<file path="src/rtl/atm_pkg.sv">
// atm_pkg: shared status/op encodings, FSM states and default sizes for the ATM controller.
// The table depth defaults to the `Number macro, or 8 when it is not defined.
`ifndef Number
`define Number 8
`endif

package atm_pkg;

   localparam int DEF_N         = `Number;
   localparam int DEF_CARD_W    = 10;
   localparam int DEF_PIN_W     = 11;
   localparam int DEF_BAL_W     = 11;
   localparam int DEF_MAX_TRIES = 3;
   localparam int DEF_INIT_BAL  = 500;

   typedef enum logic [2:0] {
      ST_OK       = 3'd0,
      ST_NO_CARD  = 3'd1,
      ST_BAD_PIN  = 3'd2,
      ST_LOCKED   = 3'd3,
      ST_INSUFF   = 3'd4,
      ST_OVERFLOW = 3'd5,
      ST_EXISTS   = 3'd6,
      ST_FULL     = 3'd7
   } status_e;

   typedef enum logic [1:0] {
      OP_BAL      = 2'd0,
      OP_WITHDRAW = 2'd1,
      OP_DEPOSIT  = 2'd2,
      OP_EXIT     = 2'd3
   } op_e;

   typedef enum logic [2:0] {
      IDLE, SEARCH, WAIT_PIN, CHECK_PIN, WAIT_OP, EXEC, WRITE, RESP
   } state_e;

endpackage

</file>
<file path="src/rtl/card_table.sv">
// card_table: per-entry card/PIN/balance storage with one combinational read port and
// one synchronous write port. Persistent lock bits exist only when LOCKOUT_EN is defined.
module card_table
   import atm_pkg::*;
#(
   parameter int N      = DEF_N,
   parameter int CARD_W = DEF_CARD_W,
   parameter int PIN_W  = DEF_PIN_W,
   parameter int BAL_W  = DEF_BAL_W,
   parameter int IW     = $clog2(N + 1)
) (
   input  logic              clk,
   input  logic              rst,
   input  logic [IW-1:0]     rd_idx,
   output logic              rd_valid,
   output logic              rd_lock,
   output logic [CARD_W-1:0] rd_card,
   output logic [PIN_W-1:0]  rd_pin,
   output logic [BAL_W-1:0]  rd_bal,
   input  logic              wr_en,
   input  logic              wr_enrol,
   input  logic [IW-1:0]     wr_idx,
   input  logic [CARD_W-1:0] wr_card,
   input  logic [PIN_W-1:0]  wr_pin,
   input  logic [BAL_W-1:0]  wr_bal,
   input  logic              lock_set
);

   localparam int AW = (N > 1) ? $clog2(N) : 1;

   logic [CARD_W-1:0] card_mem [N];
   logic [PIN_W-1:0]  pin_mem  [N];
   logic [BAL_W-1:0]  bal_mem  [N];
   logic [N-1:0]      valid_r;
   logic [AW-1:0]     rd_a;
   logic [AW-1:0]     wr_a;
   logic              rd_ok;
   logic              unused_bits;

   // The controller scans one index past the table end, which must read as empty.
   assign rd_a     = rd_idx[AW-1:0];
   assign wr_a     = wr_idx[AW-1:0];
   assign rd_ok    = (rd_idx < IW'(N));
   assign rd_valid = rd_ok & valid_r[rd_a];
   assign rd_card  = card_mem[rd_a];
   assign rd_pin   = pin_mem[rd_a];
   assign rd_bal   = bal_mem[rd_a];

   always_ff @(posedge clk) begin
      if (wr_en) begin
         bal_mem[wr_a] <= wr_bal;
         if (wr_enrol) begin
            card_mem[wr_a] <= wr_card;
            pin_mem[wr_a]  <= wr_pin;
         end
      end
   end

   always_ff @(posedge clk) begin
      if (rst) begin
         valid_r <= '0;
      end else if (wr_en && wr_enrol) begin
         valid_r[wr_a] <= 1'b1;
      end
   end

`ifdef LOCKOUT_EN
   logic [N-1:0] lock_r;

   always_ff @(posedge clk) begin
      if (rst) begin
         lock_r <= '0;
      end else if (lock_set) begin
         lock_r[wr_a] <= 1'b1;
      end
   end

   assign rd_lock = rd_ok & lock_r[rd_a];
`else
   assign rd_lock = 1'b0;
`endif

   assign unused_bits = ^{wr_idx, lock_set};

endmodule

</file>
<file path="src/rtl/atm_session_ctrl.sv">
// atm_session_ctrl: enrolment/session sequencer, PIN retry logic and balance arithmetic.
// Optional macro LOCKOUT_EN makes exhausting the PIN retries lock the card until reset.
module atm_session_ctrl
   import atm_pkg::*;
#(
   parameter int N         = DEF_N,
   parameter int CARD_W    = DEF_CARD_W,
   parameter int PIN_W     = DEF_PIN_W,
   parameter int BAL_W     = DEF_BAL_W,
   parameter int MAX_TRIES = DEF_MAX_TRIES,
   parameter int INIT_BAL  = DEF_INIT_BAL
) (
   input  logic                     clk,
   input  logic                     rst,
   input  logic                     start,
   input  logic                     add_req,
   input  logic [CARD_W-1:0]        card_in,
   input  logic                     pin_valid,
   input  logic [PIN_W-1:0]         pin_in,
   input  logic                     op_valid,
   input  logic [1:0]               op,
   input  logic [BAL_W-1:0]         amount,
   output logic                     busy,
   output logic                     pin_ready,
   output logic                     op_ready,
   output logic                     resp_valid,
   output logic [2:0]               status,
   output logic [BAL_W-1:0]         balance_out,
   output logic [$clog2(N+1)-1:0]   card_count
);

   localparam int IW = $clog2(N + 1);
   localparam int TW = $clog2(MAX_TRIES + 1);

   state_e            state, state_nx, after_q, after_nx;
   status_e           status_q, status_nx;
   op_e               op_q, op_nx;
   logic              enrol_q, enrol_nx, have_card, have_nx;
   logic [CARD_W-1:0] card_q, card_nx;
   logic [PIN_W-1:0]  pin_q, pin_nx;
   logic [BAL_W-1:0]  amt_q, amt_nx;
   logic [IW-1:0]     idx, idx_nx, sess_idx, sess_nx, count, count_nx;
   logic [TW-1:0]     tries, tries_nx;

   logic              rd_valid, rd_lock, wr_en, wr_enrol, lock_set;
   logic [CARD_W-1:0] rd_card;
   logic [PIN_W-1:0]  rd_pin;
   logic [BAL_W-1:0]  rd_bal, wr_bal;
   logic [IW-1:0]     rd_idx, wr_idx;
   logic [BAL_W:0]    dep_sum;

   assign rd_idx  = (state == SEARCH) ? idx : sess_idx;
   assign wr_idx  = (state == WRITE) ? count : sess_idx;
   assign dep_sum = {1'b0, rd_bal} + {1'b0, amt_q};

   card_table #(
      .N(N), .CARD_W(CARD_W), .PIN_W(PIN_W), .BAL_W(BAL_W), .IW(IW)
   ) u_table (
      .clk(clk), .rst(rst),
      .rd_idx(rd_idx), .rd_valid(rd_valid), .rd_lock(rd_lock),
      .rd_card(rd_card), .rd_pin(rd_pin), .rd_bal(rd_bal),
      .wr_en(wr_en), .wr_enrol(wr_enrol), .wr_idx(wr_idx),
      .wr_card(card_q), .wr_pin(pin_q), .wr_bal(wr_bal), .lock_set(lock_set)
   );

   always_ff @(posedge clk) begin
      if (rst) begin
         state     <= IDLE;
         after_q   <= IDLE;
         status_q  <= ST_OK;
         op_q      <= OP_BAL;
         enrol_q   <= 1'b0;
         have_card <= 1'b0;
         card_q    <= '0;
         pin_q     <= '0;
         amt_q     <= '0;
         idx       <= '0;
         sess_idx  <= '0;
         count     <= '0;
         tries     <= '0;
      end else begin
         state     <= state_nx;
         after_q   <= after_nx;
         status_q  <= status_nx;
         op_q      <= op_nx;
         enrol_q   <= enrol_nx;
         have_card <= have_nx;
         card_q    <= card_nx;
         pin_q     <= pin_nx;
         amt_q     <= amt_nx;
         idx       <= idx_nx;
         sess_idx  <= sess_nx;
         count     <= count_nx;
         tries     <= tries_nx;
      end
   end

   // A session miss scans one extra slot (idx == N) so it answers in the same cycle
   // an enrol miss does after passing through WRITE.
   always_comb begin
      state_nx  = state;
      after_nx  = after_q;
      status_nx = status_q;
      op_nx     = op_q;
      enrol_nx  = enrol_q;
      have_nx   = have_card;
      card_nx   = card_q;
      pin_nx    = pin_q;
      amt_nx    = amt_q;
      idx_nx    = idx;
      sess_nx   = sess_idx;
      count_nx  = count;
      tries_nx  = tries;
      wr_en     = 1'b0;
      wr_enrol  = 1'b0;
      wr_bal    = rd_bal;
      lock_set  = 1'b0;
      case (state)
         IDLE: begin
            if (start || add_req) begin
               state_nx = SEARCH;
               enrol_nx = !start;
               card_nx  = card_in;
               pin_nx   = pin_in;
               idx_nx   = '0;
            end
         end
         SEARCH: begin
            if (idx == IW'(N)) begin
               state_nx  = RESP;
               after_nx  = IDLE;
               status_nx = enrol_q ? ST_FULL : ST_NO_CARD;
            end else if (rd_valid && (rd_card == card_q)) begin
               state_nx = RESP;
               after_nx = IDLE;
               if (enrol_q) begin
                  status_nx = ST_EXISTS;
               end else if (rd_lock) begin
                  status_nx = ST_LOCKED;
               end else begin
                  state_nx = WAIT_PIN;
                  sess_nx  = idx;
                  have_nx  = 1'b1;
                  tries_nx = '0;
               end
            end else if (enrol_q && (idx == IW'(N - 1)) && (count != IW'(N))) begin
               state_nx = WRITE;
            end else begin
               idx_nx = idx + IW'(1);
            end
         end
         WRITE: begin
            wr_en     = 1'b1;
            wr_enrol  = 1'b1;
            wr_bal    = BAL_W'(INIT_BAL);
            count_nx  = count + IW'(1);
            status_nx = ST_OK;
            after_nx  = IDLE;
            state_nx  = RESP;
         end
         WAIT_PIN: begin
            if (pin_valid) begin
               pin_nx   = pin_in;
               state_nx = CHECK_PIN;
            end
         end
         CHECK_PIN: begin
            if (rd_pin == pin_q) begin
               state_nx = WAIT_OP;
            end else begin
               tries_nx  = tries + TW'(1);
               state_nx  = RESP;
               status_nx = ST_BAD_PIN;
               if ((tries + TW'(1)) < TW'(MAX_TRIES)) begin
                  after_nx = WAIT_PIN;
               end else begin
                  after_nx = IDLE;
`ifdef LOCKOUT_EN
                  status_nx = ST_LOCKED;
                  lock_set  = 1'b1;
`endif
               end
            end
         end
         WAIT_OP: begin
            if (op_valid) begin
               op_nx    = op_e'(op);
               amt_nx   = amount;
               state_nx = EXEC;
            end
         end
         EXEC: begin
            state_nx  = RESP;
            after_nx  = WAIT_OP;
            status_nx = ST_OK;
            case (op_q)
               OP_WITHDRAW: begin
                  if (amt_q > rd_bal) begin
                     status_nx = ST_INSUFF;
                  end else begin
                     wr_en  = 1'b1;
                     wr_bal = rd_bal - amt_q;
                  end
               end
               OP_DEPOSIT: begin
                  if (dep_sum[BAL_W]) begin
                     status_nx = ST_OVERFLOW;
                  end else begin
                     wr_en  = 1'b1;
                     wr_bal = dep_sum[BAL_W-1:0];
                  end
               end
               OP_EXIT: after_nx = IDLE;
               default: ;
            endcase
         end
         RESP: begin
            state_nx = after_q;
            if (after_q == IDLE) begin
               have_nx = 1'b0;
            end
         end
         default: state_nx = IDLE;
      endcase
   end

   assign busy        = (state != IDLE);
   assign pin_ready   = (state == WAIT_PIN);
   assign op_ready    = (state == WAIT_OP);
   assign resp_valid  = (state == RESP);
   assign status      = resp_valid ? status_q : ST_OK;
   assign balance_out = have_card ? rd_bal : '0;
   assign card_count  = count;

endmodule

</file>
<file path="config.mk">
export PLATFORM = sky130hd
export DESIGN_NAME = atm_session_ctrl
export DESIGN_NICKNAME = d
export VERILOG_FILES = /design/src/rtl/atm_pkg.sv /design/src/rtl/card_table.sv /design/src/rtl/atm_session_ctrl.sv
export SDC_FILE = /design/constraint.sdc
export NUM_CORES = 1
export LEC_CHECK = 0
export ABC_AREA = 0
export CAP_MARGIN = 20
export CORE_MARGIN = 2
export CORE_UTILIZATION = 50
export CTS_BUF_LIST = sky130_fd_sc_hd__clkbuf_8
export DETAILED_ROUTE_END_ITERATION = 6
export GPL_TIMING_DRIVEN = 0
export PLACE_DENSITY = 0.7
export SLEW_MARGIN = 20
export SYNTH_ARGS = -nofsm -noshare
export SYNTH_HDL_FRONTEND = slang
export SYNTH_SLANG_ARGS = --single-unit
</file>
<file path="constraint.sdc">
create_clock -name clk -period 6.5 [get_ports clk]
set_input_delay 0.975 -clock clk [delete_from_list [all_inputs] [get_ports clk]]
set_output_delay 0.975 -clock clk [all_outputs]
set_load 0.01 [all_outputs]
</file>
==> results.toml, run 1 <==
[critical_path]
required_ns = 6.78
cp_num_buf_inv = 6
r2r_start = "state[2]$_SDFFE_PP0P_"
slowest_stage = "or3b_4"
cp.arrival_ns = 6.59
crit_end = "u_table.bal_mem[0][3]$_DFFE_PP_"
cp_top_family = "compound AO/OA/AOI/OAI gates"
worstPathCellList = "or3b_4 > buf_6 > a21oi_4 > clkbuf_4 > buf_2 > buf_1 > a311oi_1 > a31oi_1 > inv_1 > ha_1 > nor4_1 > o21ai_0 > a41o_1 > a21oi_1 > o211ai_1 > a21oi_2 > nand2b_1 > o31ai_2 > buf_4"
path_depth = 19
critPathLaunchType = "flip-flop"
worstSetupEndpointType = "flip-flop"
reg2regPathDepth = 19
reg2reg_slack_ns = 0.19
rr_endpoint = "u_table.bal_mem[0][3]$_DFFE_PP_"
crit_start = "state[2]$_SDFFE_PP0P_"
critPathMaxFanout = 10
max_stage_delay_ns = 0.45
critPathKind = "reg -> reg"

[final_layout]
area_growth_pct = 15.8
fin_nets = 1587
fin_area_mm2 = 0.0187
drive_gt1_share_pct = 13.1
layout.cells.non_filler = 1958
diodes = 0
final_common_cell = "edfxtp_1"
final_cell_mix = "256 x edfxtp_1, 187 x nand2_1, 174 x mux2i_1"

[sta]
final-setup-viol-count = 0
period_share_pct = 97.1
slew_headroom_pct = 31.2
whs_ns = 0.469
worst_slew_pin_slew_ns = 1.03
finalHoldViolCount = 0
fin_ws_ns = 0.187
clock_skew_ns = 0.0335
drv_slew = 0
max_freq_ghz = 0.158
grt_setup_unrepaired = "yes"
min_period_ns = 6.31

[grt]
overflow = 0
antenna_found_initial = 0
grtUsageTotal_pct = 24.9
grt_pass1_wl_um = 64800
first_global_vias = 11600
grt_max_degree = 29

[clock_tree]
htree_num_levels = 2
cts_buffers = 52
cts_tree = "yes"
clk_pin_slew_ns = 0.07
cts.sinks = 322
clock_latency_ns = 0.59
clockBufferDepth = 3
root_buffer = "clkbuf_8"

[detailed_routing]
vias_per_cell = 5.92
drt-total-wl_um = 41700
drt_pass1_iterations = 5
avgRoutedWirePerCell_um = 21.3
vias = 11600
drtAntennaViolNets = 0
drt_iter0_markers = 1010
drc = 0

[logic_synthesis]
async_flop_share_pct = 0
yosysTopAreaCellShare_pct = 47.6
synthDistinctLibCells = 80
avgSynthCellArea_um2 = 11.7
yosysSeqAreaShare_pct = 55.7
syn_area_mm2 = 0.0162
synth_fp_nets = 1454
yosys-top-cells-area = "edfxtp_1 48%, mux2i_1 11%, dfxtp_1 8.2%, nand2_1 4.3%, ha_1 2.6%"
netlist_instances = 1379
synth_warnings = 0
synth_edf_count = 256
synth_top_cell_by_area = "edfxtp_1"
ys_ff_latch = 322
synth_ff_type = "edfxtp_1"

[die]
io_pins = 62
fp.dieW_um = 184
core_mm2 = 0.0317
die_h_um = 184
start_util_pct = 51.0
fp.dieArea_mm2 = 0.0338
core.rowCount = 65

[pwr]
leakagePower_nw = 6.50
ir_worst_vdd_mv = 0.182
power.density_mw_per_mm2 = 317
power_mw = 5.94

[placed_design]
gp_congestion = 0.884
dp_cells = 1860
hpwlAfterDp_um = 28700
io_buffers = 60
pre_cts_ws_ns = -1.21
placed_cell_area_mm2 = 0.0175

[flow_run]
drv_cap = 0

[status]
outcome = "completed"

[hold_path]
hp-class = "reg -> reg"
==> per-stage QoR <==
step / setup TNS [ns] / utilization [%]
final: 0 / 59.0
after global routing: -4.45 / 59.0
after CTS: 0 / 58.7
after detailed placement: -147.74 / 55.3
after global placement: -178.17 / 54.4
after floorplan: 0 / -
==> registers in the layout (all words and copies together) (netlist names) <==
name,cells
card_q,10
u_table.bal_mem,88
u_table.valid_r,8
idx,4
u_table.card_mem,80
amt_q,11
u_table.pin_mem,88
card_count,4
status_q,3
tries,2
sess_idx,4
after_q,2
enrol_q,1
pin_q,11
op_q,2
state,3
have_card,1
==> metal layers <==
| layer | wire length, µm | share of wire [%] | vias to the layer above | global-route usage (%) |
|---|---|---|---|---|
| met5 | 0 | 0 | - | 0 |
| met4 | 1390 | 3.3 | 0 | 9.86 |
| met3 | 2660 | 6.4 | 91 | 3.82 |
| met2 | 20300 | 49 | 431 | 42.2 |
| met1 | 17300 | 42 | 5676 | 32.3 |
| li1 | - | - | 5387 | - |
==> cells by family (layout without fill, tap and decap cells) <==
family	after synthesis	count (layout)	synth area share [%]
buffers and inverters	145	322	3.89
AO/OA/AOI/OAI	230	230	10.0
XOR/XNOR	32	32	1.73
AND/OR/NAND/NOR	411	411	12.0
multiplexers	204	204	13.8
adder cells (fa/ha/maj)	35	35	2.80
flip-flops	322	322	55.7
==> final cells by class <==
cell class	instances	area, µm²
fillers	2644	13000
flip-flops and latches	322	9010
multi-input cells	912	6690
repair buffers	82	831
clock buffers	59	812
well taps	402	503
plain buffers	82	404
clock inverters	39	249
inverters	60	225
==> worst register-to-register path: stages, from the launching register on <==
cell and delay (ns):
dfxtp_1 0.40, or3b_4 0.45, buf_6 0.16, a21oi_4 0.39, clkbuf_4 0.38, buf_2 0.33
buf_1 0.45, a311oi_1 0.21, a31oi_1 0.30, inv_1 0.21, ha_1 0.28, nor4_1 0.24
o21ai_0 0.17, a41o_1 0.32, a21oi_1 0.17, o211ai_1 0.26, a21oi_2 0.32, nand2b_1 0.21
o31ai_2 0.45, buf_4 0.27
==> worst min path at each step <==
stage	cells past startpoint	startpoint	slack, ns	endpoint
finish	2	u_table.valid_r[3]$_SDFFE_PP0P_	0.47	u_table.valid_r[3]$_SDFFE_PP0P_
floorplan	2	u_table.valid_r[6]$_SDFFE_PP0P_	0.42	u_table.valid_r[6]$_SDFFE_PP0P_
global route	2	u_table.valid_r[2]$_SDFFE_PP0P_	0.50	u_table.valid_r[2]$_SDFFE_PP0P_
detailed placement	2	u_table.valid_r[3]$_SDFFE_PP0P_	0.46	u_table.valid_r[3]$_SDFFE_PP0P_
global placement	2	u_table.valid_r[7]$_SDFFE_PP0P_	0.44	u_table.valid_r[7]$_SDFFE_PP0P_
CTS	2	u_table.valid_r[3]$_SDFFE_PP0P_	0.47	u_table.valid_r[3]$_SDFFE_PP0P_
==> report_power, final <==
| group | internal [mW] | switching, mW | total (mW) |
|---|---|---|---|
| registers | 2.44 | 0.154 | 2.59 |
| logic | 0.619 | 0.960 | 1.58 |
| clock network | 0.954 | 0.817 | 1.77 |
==> synth_stat cells, types with 5 or more instances <==
master,n
o31ai_1,12
o22ai_1,8
a311oi_1,11
o21ai_0,19
nor2_1,67
edfxtp_1,256
nand3_1,32
nand2_1,187
and3_1,13
ha_1,33
buf_2,29
or3_1,7
nor3_1,31
inv_1,59
nor2b_1,17
buf_1,10
and2_1,10
a211oi_1,28
mux2i_1,174
dfxtp_1,66
buf_6,5
mux2_2,14
nand2b_1,8
clkbuf_1,38
a31oi_1,16
o211ai_1,5
o21bai_1,9
a21o_1,12
a21oi_1,63
xnor2_1,26
nor4_1,8
mux4_2,11
o221ai_1,5
nand4_1,13
xor2_1,6
==> repair_timing <==
| action | 4_1_cts | 5_1_grt |
|---|---|---|
| endpoints found under the hold margin | 0 | 0 |
| setup endpoints to repair | 177 | 168 |
| buffers inserted | 0 | 2 |
| hold buffers | 0 | 0 |
| pin swaps | 0 | 1 |
| gates resized for setup | 13 | 12 |
No activity file was read; power rests on OpenSTA's default activity.
==> run 2: changes to the inputs <==
--- a/config.mk
+++ b/config.mk
@@ -6,13 +6,12 @@
 export NUM_CORES = 1
 export LEC_CHECK = 0
 export ABC_AREA = 0
-export CAP_MARGIN = 20
 export CORE_MARGIN = 2
-export CORE_UTILIZATION = 50
+export CORE_UTILIZATION = 30
 export CTS_BUF_LIST = sky130_fd_sc_hd__clkbuf_8
 export DETAILED_ROUTE_END_ITERATION = 6
 export GPL_TIMING_DRIVEN = 0
-export PLACE_DENSITY = 0.7
+export PLACE_DENSITY = 0.48
 export SLEW_MARGIN = 20
 export SYNTH_ARGS = -nofsm -noshare
 export SYNTH_HDL_FRONTEND = slang
==> constraint.sdc (replaced) <==
create_clock -name clk -period 6.5 [get_ports clk]
set_input_delay 1.95 -clock clk [delete_from_list [all_inputs] [get_ports clk]]
set_output_delay 1.95 -clock clk [all_outputs]
set_load 0.01 [all_outputs]
==> results.toml, run 2 (synthesis results as in run 1) <==
[detailed_routing]
drt-total-wl_um = 47100
drtAntennaViolNets = 0
drc = 0
vias_per_cell = 5.07
vias = 11500
drt_iter0_markers = 758
drt_pass1_iterations = 5
avgRoutedWirePerCell_um = 20.8

[critical_path]
cp.arrival_ns = 4.24
max_stage_delay_ns = 0.59
worstPathCellList = "or3b_4 > buf_6 > buf_6 > a21oi_4 > clkbuf_4 > clkbuf_2 > nand2_1 > and3_1 > a311oi_2 > a31oi_1 > nor2b_1 > clkdlybuf4s50_1"
critPathKind = "reg -> out"
cpMostUsedCell = "buf_6"
slowest_stage = "clkdlybuf4s50_1"
required_ns = 4.55
critPathLaunchType = "flip-flop"
reg2regPathDepth = 22
worstSetupEndpointType = "output pin"
critPathMaxFanout = 10

[pwr]
p_sw_mw = 2.05
pwr-share-clk_pct = 29.9
internal_power_mw = 4.00
ir_worst_vdd_mv = 0.123
power_switching_share_pct = 33.8
power.density_mw_per_mm2 = 313
leakagePower_nw = 6.56
power_mw = 6.05
p_comb_share_pct = 27.2
seqPwrFrac_pct = 42.9

[clock_tree]
cts.sinks = 322
htree_num_levels = 2
cts_tree = "yes"
clk_pin_slew_ns = 0.06
root_buffer = "clkbuf_8"
cts_buffers = 55
cts_hold_buf = 0
clockBufferDepth = 3
clock_latency_ns = 0.67

[sta]
final-setup-viol-count = 0
worst_slew_pin_slew_ns = 1.11
finalHoldViolCount = 0
whs_ns = 0.474
drv_slew = 0
grt_setup_unrepaired = "no"
fin_ws_ns = 0.312
min_period_ns = 6.19
setup_tns_ns = 0
clock_skew_ns = 0.0569
max_freq_ghz = 0.162
slew_headroom_pct = 25.1
period_share_pct = 95.2

[final_layout]
top_regs = "u_table.bal_mem: 88 flops, u_table.pin_mem: 88 flops, u_table.card_mem: 80 flops"
fin_nets = 1600
final_common_cell = "edfxtp_1"
final_cell_mix = "256 x edfxtp_1, 187 x nand2_1, 174 x mux2i_1"
fin_area_mm2 = 0.0193
fillers = 5265
diodes = 0
area_growth_pct = 19.4
drive_gt1_share_pct = 14.4

[placed_design]
gp_congestion = 0.848
io_buffers = 60
pre_cts_ws_ns = -1.79
hpwlAfterDp_um = 32700
placed_cell_area_mm2 = 0.0179

[grt]
grt_pass1_wl_um = 70500
antenna_found_initial = 0
grt_max_degree = 22
first_global_vias = 11600
grtUsageTotal_pct = 16.7
overflow = 0

[hold_path]
whs_path_depth = 2
hp-class = "reg -> reg"

[die]
fp.dieArea_mm2 = 0.0558
core_mm2 = 0.0535
die_h_um = 236
start_util_pct = 30.2
core.rowCount = 85
fp.dieW_um = 236
io_pins = 62

[status]
outcome = "completed"

[flow_run]
drv_cap = 0
==> run 2: cell types whose count changed in the layout (fill, tap and decap cells not counted), sizes merged <==
| cell | previous run | this run |
|---|---|---|
| clkinvlp | 1 | 0 |
| bufinv | 3 | 2 |
| clkbuf | 97 | 98 |
| clkinv | 12 | 22 |
| inv | 83 | 79 |
| buf | 66 | 76 |
==> run 2: layout make-up <==
type                            count  area, µm²  area share (%)
Buffer                             82        420            2.18
Clock buffer                       60        826            4.28
Clock inverter                     43        241            1.25
Inverter                           60        225            1.17
Multi-Input combinational cell    912       6750            35.0
Sequential cell                   322       9010            46.7
Tap cell                          696        871            4.51
Timing Repair Buffer               92        962            4.98
==> run 2: power groups by stage <==
stage	combinational [mW]	clock, mW	sequential (mW)
floorplan	1.13	0	2.57
global placement	1.61	0	2.63
detailed placement	1.62	0	2.64
CTS	1.65	1.86	2.60
global route	1.80	1.96	2.62
finish	1.65	1.81	2.59
==> run 2: path summary, 6_finish.rpt <==
| kind | startpoint | slack, ns | end |
|---|---|---|---|
| worst min register to register | u_table.valid_r[3]$_SDFFE_PP0P_ | 0.47 | u_table.valid_r[3]$_SDFFE_PP0P_ |
| worst min-delay path | u_table.valid_r[3]$_SDFFE_PP0P_ | 0.47 | u_table.valid_r[3]$_SDFFE_PP0P_ |
| worst max register to register | state[2]$_SDFFE_PP0P_ | 0.39 | u_table.bal_mem[0][3]$_DFFE_PP_ |
| worst max-delay path | state[2]$_SDFFE_PP0P_ | 0.31 | balance_out[10] |
==> run 2: worst max-delay path: cells and delay by family (launching register included) <==
family,cells,cell delay [ns]
compound gates,3,0.71
flops,1,0.40
buf+inv,5,1.49
simple gates,4,1.01
==> run 2: per-layer routing <==
metal | vias to the layer above | track usage (%) | part of all wire [%]
met1 | 5719 | 21.4 | 44
met5 | - | 0 | 0
met2 | 284 | 28.3 | 48
met3 | 82 | 3.41 | 5.4
met4 | 0 | 5.58 | 2.9
li1 | 5409 | - | -
==> run 2: per-stage QoR <==
stage / utilization (%) / cells
after floorplan: - / 1379
after detailed placement: 33.5 / 2155
after global routing: 36.1 / 2267
after CTS: 35.8 / 2259
after global placement: 33.0 / 2135
final: 36.1 / 2267
==> run 2: timing repair <==
action,in CTS,in global routing
buffers inserted,3,9
resized for setup,30,12
endpoints found under the setup margin,189,166
pin swaps,2,5
==> run 3: changes to the inputs <==
--- a/config.mk
+++ b/config.mk
@@ -7,11 +7,11 @@
 export LEC_CHECK = 0
 export ABC_AREA = 0
 export CORE_MARGIN = 2
-export CORE_UTILIZATION = 30
+export CORE_UTILIZATION = 60
 export CTS_BUF_LIST = sky130_fd_sc_hd__clkbuf_8
 export DETAILED_ROUTE_END_ITERATION = 6
 export GPL_TIMING_DRIVEN = 0
-export PLACE_DENSITY = 0.48
+export PLACE_DENSITY = 0.82
 export SLEW_MARGIN = 20
 export SYNTH_ARGS = -nofsm -noshare
 export SYNTH_HDL_FRONTEND = slang
==> results.toml, run 3 (synthesis results as in run 1) <==
[detailed_routing]
vias_per_cell = 6.25
drt-total-wl_um = 40900
avgRoutedWirePerCell_um = 21.6
vias = 11800
drt_pass1_iterations = 6
drt_iter0_markers = 1277
drtAntennaViolNets = 0
drc = 0

[final_layout]
area_growth_pct = 14.7
final_cell_mix = "256 x edfxtp_1, 187 x nand2_1, 174 x mux2i_1"
final_common_cell = "edfxtp_1"
drive_gt1_share_pct = 12.7
multi_input_area_mm2 = 0.00670
fin_nets = 1586
register_area_mm2 = 0.00901
diodes = 0
fillers = 1863
final_core_util_pct = 69.4
top_regs = "u_table.bal_mem: 88 flops, u_table.pin_mem: 88 flops, u_table.card_mem: 80 flops"

[grt]
grtUsageMet3_pct = 4.72
overflow = 0
grt_pass1_wl_um = 63400
first_global_vias = 11800
grt-busiest-layer = "met2"
grt_max_degree = 22
antenna_found_initial = 0
grtUsageTotal_pct = 28.9
use_met2_pct = 51.2
met1_usage_pct = 35.4

[flow_run]
drv_cap = 0

[critical_path]
worstSetupEndpointType = "flip-flop"
r2r_start = "state[2]$_SDFFE_PP0P_"
rr_endpoint = "u_table.bal_mem[6][10]$_DFFE_PP_"
reg2regPathDepth = 21
reg2reg_slack_ns = 0.19
worstPathCellList = "or3b_4 > buf_6 > buf_6 > a21oi_4 > clkbuf_2 > clkbuf_2 > nand2_1 > and3_1 > a311oi_1 > a31oi_2 > inv_1 > ha_1 > a21oi_1 > o21ba_2 > o21ai_0 > a41o_1 > a221oi_1 > o31ai_2 > o21ai_1 > a2bb2oi_1 > o21ai_0"
cp.arrival_ns = 6.50
max_stage_delay_ns = 0.52
critPathKind = "reg -> reg"
critPathMaxFanout = 10
required_ns = 6.69
slowest_stage = "a221oi_1"
critPathLaunchType = "flip-flop"

[sta]
slew_headroom_pct = 30.3
setup_tns_ns = 0
max_freq_ghz = 0.159
whs_ns = 0.453
fin_ws_ns = 0.194
grt_setup_unrepaired = "no"
clock_skew_ns = 0.0271
min_period_ns = 6.31
final-setup-viol-count = 0
drv_slew = 0
finalHoldViolCount = 0
worst_slew_pin_slew_ns = 1.04
period_share_pct = 97.0

[placed_design]
io_buffers = 60
hpwlAfterDp_um = 28400
pre_cts_ws_ns = -1.00
gp_congestion = 0.914

[hold_path]
min_from = "u_table.valid_r[6]$_SDFFE_PP0P_"
hold_path_end = "u_table.valid_r[6]$_SDFFE_PP0P_"
hp-class = "reg -> reg"
whs_path_depth = 2

[clock_tree]
root_buffer = "clkbuf_8"
cts.sinks = 322
clock_latency_ns = 0.60
cts_hold_buf = 0
htree_num_levels = 2
clockBufferDepth = 3
cts_buffers = 50
cts_tree = "yes"
clk_pin_slew_ns = 0.06

[die]
die_h_um = 168
core_mm2 = 0.0267
fp.dieArea_mm2 = 0.0283
io_pins = 62
fp.dieW_um = 168
start_util_pct = 60.5
core.rowCount = 60

[pwr]
power.density_mw_per_mm2 = 311
leakagePower_nw = 6.45
ir_worst_vdd_mv = 0.196
power_mw = 5.76

[status]
outcome = "completed"
## run 3: cell types whose count changed in the layout (fill, tap and decap cells not counted), moves of 3 or more
cell and delta:
inv_1 +8, clkinv_1 -7, buf_12 -5, clkbuf_8 -5, clkinv_2 -5, buf_4 -3, clkbuf_2 +3
## run 3: area by class of cell
type	instances	share of cell area, %
Sequential cell	322	48.6
Inverter	60	1.21
Timing Repair Buffer	82	4.45
Clock buffer	55	4.08
Buffer	83	2.23
Tap cell	341	2.30
Multi-Input combinational cell	912	36.1
Clock inverter	39	1.02
## run 3: per-layer routing
metal / vias to the layer above / wire (µm)
met1: 5791 / 15800
met2: 543 / 20400
met4: 0 / 1600
met5: - / 0
met3: 120 / 3140
li1: 5387 / -
## run 3: how the worst max path moves through the flow
stage | start | cells past startpoint | slack (ns) | end
3_3_place_gp | idx[0]$_SDFFE_PP0P_ | 20 | -1.43 | u_table.bal_mem[6][3]$_DFFE_PP_
4_1_cts | sess_idx[0]$_SDFFE_PP0P_ | 19 | 0.11 | u_table.bal_mem[6][2]$_DFFE_PP_
3_5_place_dp | idx[0]$_SDFFE_PP0P_ | 20 | -1.00 | u_table.bal_mem[4][3]$_DFFE_PP_
2_1_floorplan | state[1]$_SDFFE_PP0P_ | 22 | 0.72 | u_table.bal_mem[0][0]$_DFFE_PP_
5_1_grt | state[2]$_SDFFE_PP0P_ | 21 | 0.002 | u_table.bal_mem[6][10]$_DFFE_PP_
6_report | state[2]$_SDFFE_PP0P_ | 21 | 0.19 | u_table.bal_mem[6][10]$_DFFE_PP_
## run 3: what timing repair did
item / in CTS / in global routing
setup buffers: 0 / 4
endpoints found under the setup margin: 186 / 157
pin swaps: 0 / 3
gates resized for setup: 16 / 17
## run 3: stage by stage
step | instance area [µm²] | std cells
6_report | 18500 | 1894
4_1_cts | 18400 | 1890
5_1_grt | 18500 | 1894
3_5_place_dp | 17500 | 1798
2_1_floorplan | 16200 | 1379
3_3_place_gp | 17200 | 1780
## run 3: power by group
group	switching, mW	internal [mW]	leakage, nW
clock	0.776	0.817	0.574
combinational	0.966	0.618	3.01
sequential	0.145	2.44	2.87
total	1.89	3.87	6.45
## run 3: critical path, delay by kind of cell (launching register included)
family | cells | cell delay [ns]
AO/OA/AOI/OAI | 12 | 3.28
buffers and inverters | 5 | 1.20
AND/OR/NAND/NOR | 3 | 0.75
flip-flops | 1 | 0.40
adder cells (fa/ha/maj) | 1 | 0.25
